`src/rtl/des_perm_pipe.sv`:
```
`default_nettype none
// des_perm_pipe: two-stage runtime-programmable bit permutation, forward or inverse per word.
// Optional table bijection check enabled by defining DES_PERM_CHECK_EN.  Rev 1.0
module des_perm_pipe #(
   parameter int  WIDTH           = 32,
   parameter int  RESET_TABLE_DES = 1,
   localparam int IDXW            = $clog2(WIDTH)
) (
   input  logic             clk,
   input  logic             rst_n,
   input  logic             in_valid,
   output logic             in_ready,
   input  logic [WIDTH-1:0] in_data,
   input  logic             in_inv,
   output logic             out_valid,
   input  logic             out_ready,
   output logic [WIDTH-1:0] out_data,
   input  logic             cfg_we,
   input  logic [IDXW-1:0]  cfg_idx,
   input  logic [IDXW-1:0]  cfg_val,
   output logic             cfg_ready,
   output logic             perm_err
);
   localparam int DES_P [32] = '{16, 25, 12, 11,  3, 20,  4, 15, 31, 17,  9,  6, 27, 14,  1, 22,
                                 30, 24,  8, 18,  0,  5, 29, 23, 13, 19,  2, 26, 10, 21, 28,  7};

   logic [IDXW-1:0]  tab    [WIDTH];
   logic [IDXW-1:0]  tab_nx [WIDTH];
   logic             s1_v;
   logic [WIDTH-1:0] s1_data;
   logic             s1_inv;
   logic [WIDTH-1:0] perm;
   logic             s2_load;
   logic             s1_load;
   logic             accept;
   logic             cfg_wr;
   logic             blocked;

   // DES P is listed MSB-first, so list position k lands in entry 31-k.
   function automatic logic [IDXW-1:0] reset_entry(input int i);
      if (RESET_TABLE_DES != 0 && WIDTH == 32)
         return IDXW'(DES_P[31 - i]);
      return IDXW'(i);
   endfunction

   assign s2_load   = !out_valid || out_ready;
   assign s1_load   = s2_load || !s1_v;
   assign in_ready  = s1_load && !cfg_we && !blocked;
   assign accept    = in_valid && in_ready;
   assign cfg_ready = !s1_v && !out_valid;
   assign cfg_wr    = cfg_we && cfg_ready
                      && ({1'b0, cfg_idx} < (IDXW + 1)'(WIDTH))
                      && ({1'b0, cfg_val} < (IDXW + 1)'(WIDTH));

   always_comb begin
      for (int i = 0; i < WIDTH; i++)
         tab_nx[i] = tab[i];
      if (cfg_wr)
         tab_nx[cfg_idx] = cfg_val;
   end

   // Ascending loop: on inverse collisions the highest source index wins.
   always_comb begin
      perm = '0;
      for (int i = 0; i < WIDTH; i++) begin
         if (s1_inv)
            perm[tab[i]] = s1_data[i];
         else
            perm[i] = s1_data[tab[i]];
      end
   end

   always_ff @(posedge clk) begin
      if (!rst_n) begin
         s1_v      <= 1'b0;
         s1_data   <= '0;
         s1_inv    <= 1'b0;
         out_valid <= 1'b0;
         out_data  <= '0;
         for (int i = 0; i < WIDTH; i++)
            tab[i] <= reset_entry(i);
      end else begin
         for (int i = 0; i < WIDTH; i++)
            tab[i] <= tab_nx[i];
         if (s1_load) begin
            s1_v <= accept;
            if (accept) begin
               s1_data <= in_data;
               s1_inv  <= in_inv;
            end
         end
         if (s2_load) begin
            out_valid <= s1_v;
            if (s1_v)
               out_data <= perm;
         end
      end
   end

`ifdef DES_PERM_CHECK_EN
   logic [WIDTH-1:0] seen;

   always_comb begin
      seen = '0;
      for (int i = 0; i < WIDTH; i++)
         seen[tab_nx[i]] = 1'b1;
   end

   always_ff @(posedge clk) begin
      if (!rst_n)
         perm_err <= 1'b0;
      else if (cfg_wr)
         perm_err <= ~&seen;
   end

   assign blocked = perm_err;
`else
   assign perm_err = 1'b0;
   assign blocked  = 1'b0;
`endif

endmodule
`default_nettype wire
```
`config.mk`:
```
export PLATFORM = sky130hd
export DESIGN_NAME = des_perm_pipe
export DESIGN_NICKNAME = d
export VERILOG_FILES = /design/src/rtl/des_perm_pipe.sv
export SDC_FILE = /design/constraint.sdc
export NUM_CORES = 2
export LEC_CHECK = 0
export CORE_ASPECT_RATIO = 1.25
export CORE_MARGIN = 10
export CORE_UTILIZATION = 25
export DETAILED_ROUTE_END_ITERATION = 16
export PLACE_DENSITY = 0.42
export SLEW_MARGIN = 10
export SYNTH_ARGS = -nofsm -noshare
export SYNTH_HDL_FRONTEND = slang
export SYNTH_SLANG_ARGS = --single-unit
```
`constraint.sdc`:
```
create_clock -name clk -period 3.1 [get_ports clk]
set_input_delay 0.93 -clock clk [delete_from_list [all_inputs] [get_ports clk]]
set_output_delay 0.93 -clock clk [all_outputs]
set_load 0.05 [all_outputs]
```
# Word level (Yosys, flattened, before mapping)
# Memory sizes are Yosys's and may differ from the RTL's.
# Index checks and enable logic that the tools add are counted.
[totals]
reg_bits = 67
mem_bits_rw = 160
inputBits = 48
output_inout_bits = 36
wordCells = 506
mem_count = 1
[mem_list]
columns = ["memory", "depth", "word_bits", "read_ports", "rd_clocked_by_memory_dff", "wr", "line_no", "text"]
rows = [
  ["tab", 32, 5, 32, 0, 32, "27", "logic [IDXW-1:0] tab [WIDTH];"],
]
[op_classes]
magnitude_cmp = 66
n_mux = 356
bitwise_logic = 34
n_reduce_logical = 44
[op_table]
columns = ["op", "n"]
rows = [
  ["$bwmux 32", 31],
  ["$mux 5", 85],
  ["$lt 5x6->1 const B", 32],
  ["$bmux 1 s5", 32],
  ["$bwmux 160", 1],
  ["$demux 1 s5", 32],
  ["$ge 5x1->1 const B", 32],
  ["$mux 160", 1],
  ["$mux 1", 101],
  ["$mux 31", 2],
  ["$mux 30", 2],
  ["$mux 29", 2],
  ["$mux 28", 2],
  ["$mux 27", 2],
  ["$mux 26", 2],
  ["$mux 25", 2],
  ["$mux 24", 2],
  ["$mux 23", 2],
  ["$mux 22", 2],
  ["$mux 21", 2],
  ["$mux 20", 2],
  ["$mux 4", 10],
  ["$mux 19", 2],
  ["$logic_and 1x1->1", 37],
  ["24 further kinds", 80],
]

# Depth between registers and ports, before layout
# An unclocked memory read counts as a cell.
[logic_depth]
word_depth = 69
ltp_mapped = 12
mapped_depth_nobuf = 8

# Worst setup path before layout
# Ideal clock, no wire load.
[synth_path]
kind = "input to register"
from = "input out_ready"
to = "register s1_data[25]"
setup_time_ns = 0.071
t_arrival_ns = 2.695
required_ns = 3.029
setup_slack_ns = 0.334
stages = 7
n_path_buf = 2
path_cell_list = "nor2b_1 a21oi_1 and2_1 clkbuf_1 clkbuf_1 nand2_1 a21oi_1"
[synth_via]
elab_chain_cells = 5
[synth_lines]
columns = ["item", "line_no", "text"]
rows = [
  ["start: declaration", "16", "input logic out_ready,"],
  ["$logic_or 1x1->1", "46", "assign s2_load = !out_valid || out_ready;"],
  ["$logic_or 1x1->1", "47", "assign s1_load = s2_load || !s1_v;"],
  ["$logic_and 1x1->1", "48", "assign in_ready = s1_load && !cfg_we && !blocked;"],
  ["net in_ready", "12", "output logic in_ready,"],
  ["$logic_and 1x1->1", "49", "assign accept = in_valid && in_ready;"],
  ["$reduce_and 2->1 (no line)", "n/a", ""],
  ["end signal: assignment", "88", "s1_data <= in_data;"],
  ["end: declaration", "30", "logic [WIDTH-1:0] s1_data;"],
]
# The timed path passes the listed nets, and every way through them passes these cells.
# A chain may end at the register's enable or synchronous reset.

==> metrics.yaml <==
synthTopCellsByArea: "mux4_2, dfxtp_1, mux2i_1"
postSynthCellCount: 5031
grtUsageTotal: 0.3940
tightest_slew_ns: 1.059
dp_worst_setup_slack_ns: -1.082
grt_use_met3: 0.07819
syn_nets: 5079
worst_setup_path_start_kind: "register"
ioPinCount: 84
grt-ovfl-total: 0
slew_headroom: 0.2909
cts-root-buf: "clkbuf_16"
synth-adder-area-share: 0
placementRows: 157
routed_wl_um: 335300
routabilityCongestion: 1.098
die_area_um2: 162300
drtIter0Drc: 7120
min_period_over_period: 1.030
cpMostUsedCell: "a211o_1"
grt-busiest-layer: "met2"
crit_type: "register to register"
post-dp-hpwl_um: 272100
ys_seq_elements: 227
fmax_mhz: 313.2
post-place-cells: 7961
failed_checks: "negative setup slack"
hold_ws_ns: 0.5037
ff2ff_setup_slack_ns: -0.09
grt_max_degree: 88
synth_compound_gate_area_share: 0.3105
peakVddDrop_mv: 0.3887
drv_slew: 0
whs_endpoint: "out_data[19]"
setup-violations-final: 6
power_w: 0.01083
yosys.area_share.simple: 0.2892
mappedNetlistArea_um2: 36640
final_common_cell: "buf_4"
rsz0062_at_grt: "true"
rr_worst_depth: 10
cts_made_buffers: 36
htreeDepth: 2
use_met1: 0.4380
die_w_um: 362.4
hold_viol: 0
min_path_cells: 2
cp.arrival_ns: 3.73
r2r-end: "out_data[24]"
grt_pass1_wl_um: 448800
p_leak_nw: 19.05
min_from: "out_data[19]"
synth-async-reset-ratio: 0
dr.pass1.iters: 6
drive_gt1_frac: 0.3631
crit_fanout: 6
clkTransAtPathRegs_ns: 0.06
synth_largest_area_cell: "mux4_2"
initial_utilization: 0.2507
gr-usage-met2: 0.6396
viasPerCell: 6.596
synth_warnings: 0
hp-class: "register to register"
fin_cells: 8045
synth.distinct_cells: 88
drc: 0
clock_latency_ns: 0.66
syn_area_per_cell_um2: 7.282
antenna_left: 0
endpoint_kind: "register"
design_area_um2: 52410
synthXorXnorAreaFrac: 0
worstPathRequired_ns: 3.64
synthMuxAreaShare: 0.2034
numPortBuffers: 82
final_nets: 6140
regToRegStartpoint: "tab[0][62]"
synth_top_family_by_area: "compound AO/OA/AOI/OAI gates"
yosysSeqAreaShare: 0.1240
powerDensity_nw_per_um2: 206.5
syn_to_final_growth_pct: 43.06
status: "finished with violations"
antenna_found_initial: 22
synth_top_flop_cell: "dfxtp_1"
finClkSkew_ns: 0.05297
setup_slack_ns: -0.09256
crit_chain: "nand3b_1 > buf_4 > o22ai_4 > a211o_1 > or4_4 > buf_6 > a311oi_2 > o21ai_2 > a211o_1 > a22o_1"
coreArea_um2: 146200
grt_pass1_vias: 51540
wl_per_cell_um: 41.68
finalWorstPathRequiredPeriod_ns: 3.193
placed_area_um2: 50200
cts.sink_count: 227
mostFrequentLayoutCells: "buf_4, nand2_1, nor2_1, o22ai_1, a21oi_1"
cts_tree: "built"
fp.dieH_um: 448.0
crit_path_top_delay_cell: "or4_4"
critPathMaxStageDelay_ns: 0.55
maxCapViolCount: 0
cts_buffer_depth: 3
synth_edf_count: 0
vias: 53060
synth_top_area_share: 0.1408
logic make-up after synthesis:
family	after synthesis
AND/OR/NAND/NOR	2040
AO/OA/AOI/OAI	1622
buffers and inverters	684
multiplexers	457
flip-flops	227
other	1
stage by stage:
stage / utilization / setup TNS, ns
2_1_floorplan: - / 0
3_3_place_gp: 0.3433 / -15.74
3_5_place_dp: 0.3435 / -14.61
4_1_cts: 0.3555 / 0
5_1_grt: 0.3585 / -0.1205
6_report: 0.3586 / -0.2260
registers in the layout, indices dropped and copies added, names as in the netlist:
signal	flops
out_data	32
s1_inv	1
tab	160
out_valid	1
s1_v	1
s1_data	32
power by group:
| group | internal (W) | total (W) | switching (W) |
|---|---|---|---|
| logic | 0.00110 | 0.00297 | 0.00187 |
| registers | 0.00296 | 0.00311 | 0.000144 |
| clock network | 0.00276 | 0.00475 | 0.00199 |
| total | 0.00682 | 0.0108 | 0.00400 |
metal layers:
layer  wire [µm]  vias to the layer above
met3       26330                     1189
met4       37560                       14
met1      120700                    26510
met2      150600                     3534
met5          88                        -
li1            -                    21820
critical path: cells and delay by family, from the launching register on:
| kind | cells | cell delay, ns |
|---|---|---|
| flip-flops | 1 | 0.39 |
| buffers and inverters | 2 | 0.41 |
| AO/OA/AOI/OAI | 6 | 1.47 |
| AND/OR/NAND/NOR | 2 | 0.82 |
worst max-delay path by stage:
stage / startpoint / endpoint / slack [ns] / depth (start not counted)
4_1_cts: tab[0][6] / out_data[1] / 0.005 / 12
3_3_place_gp: tab[0][12] / out_data[9] / -1.16 / 12
3_5_place_dp: tab[0][12] / out_data[9] / -1.08 / 12
2_1_floorplan: out_ready / s1_data[25] / 0.33 / 7
6_report: tab[0][62] / out_data[24] / -0.09 / 10
5_1_grt: tab[0][61] / out_data[24] / -0.08 / 9
repair_timing:
| item | 4_1_cts | 5_1_grt |
|---|---|---|
| pin swaps | 13 | 27 |
| hold buffers | 0 | 0 |
| gates resized for setup | 102 | 101 |
| endpoints found under the setup margin | 23 | 29 |
| setup buffers | 3 | 2 |
cell usage after synthesis (42+ instances only):
| cell | count |
|---|---|
| nand2_1 | 530 |
| clkbuf_1 | 521 |
| nor2_1 | 442 |
| o22ai_1 | 293 |
| a21oi_1 | 261 |
| mux4_2 | 229 |
| dfxtp_1 | 227 |
| mux2i_1 | 218 |
| o21ai_0 | 205 |
| nand3_1 | 172 |
| nor3_1 | 148 |
| nand3b_1 | 107 |
| a22oi_1 | 106 |
| nand2b_1 | 96 |
| o221ai_1 | 95 |
| nor2b_1 | 79 |
| or3b_2 | 79 |
| a211oi_1 | 77 |
| nor3b_1 | 77 |
| o32ai_1 | 72 |
| buf_1 | 68 |
| a31oi_1 | 63 |
| buf_2 | 60 |
| or3_1 | 51 |
| a221oi_1 | 47 |
| and3b_1 | 44 |
| o211ai_1 | 42 |
| or2_2 | 42 |
area by class of cell:
cell class	count	area (µm²)
Antenna cell	17	42.54
Clock buffer	45	1016
Clock inverter	21	264.0
Fill cell	15710	93740
Inverter	31	120.1
Multi-Input combinational cell	4120	30230
Sequential cell	227	4634
Tap cell	1908	2387
Timing Repair Buffer	1676	13710
(Power assumes the default switching activity.)
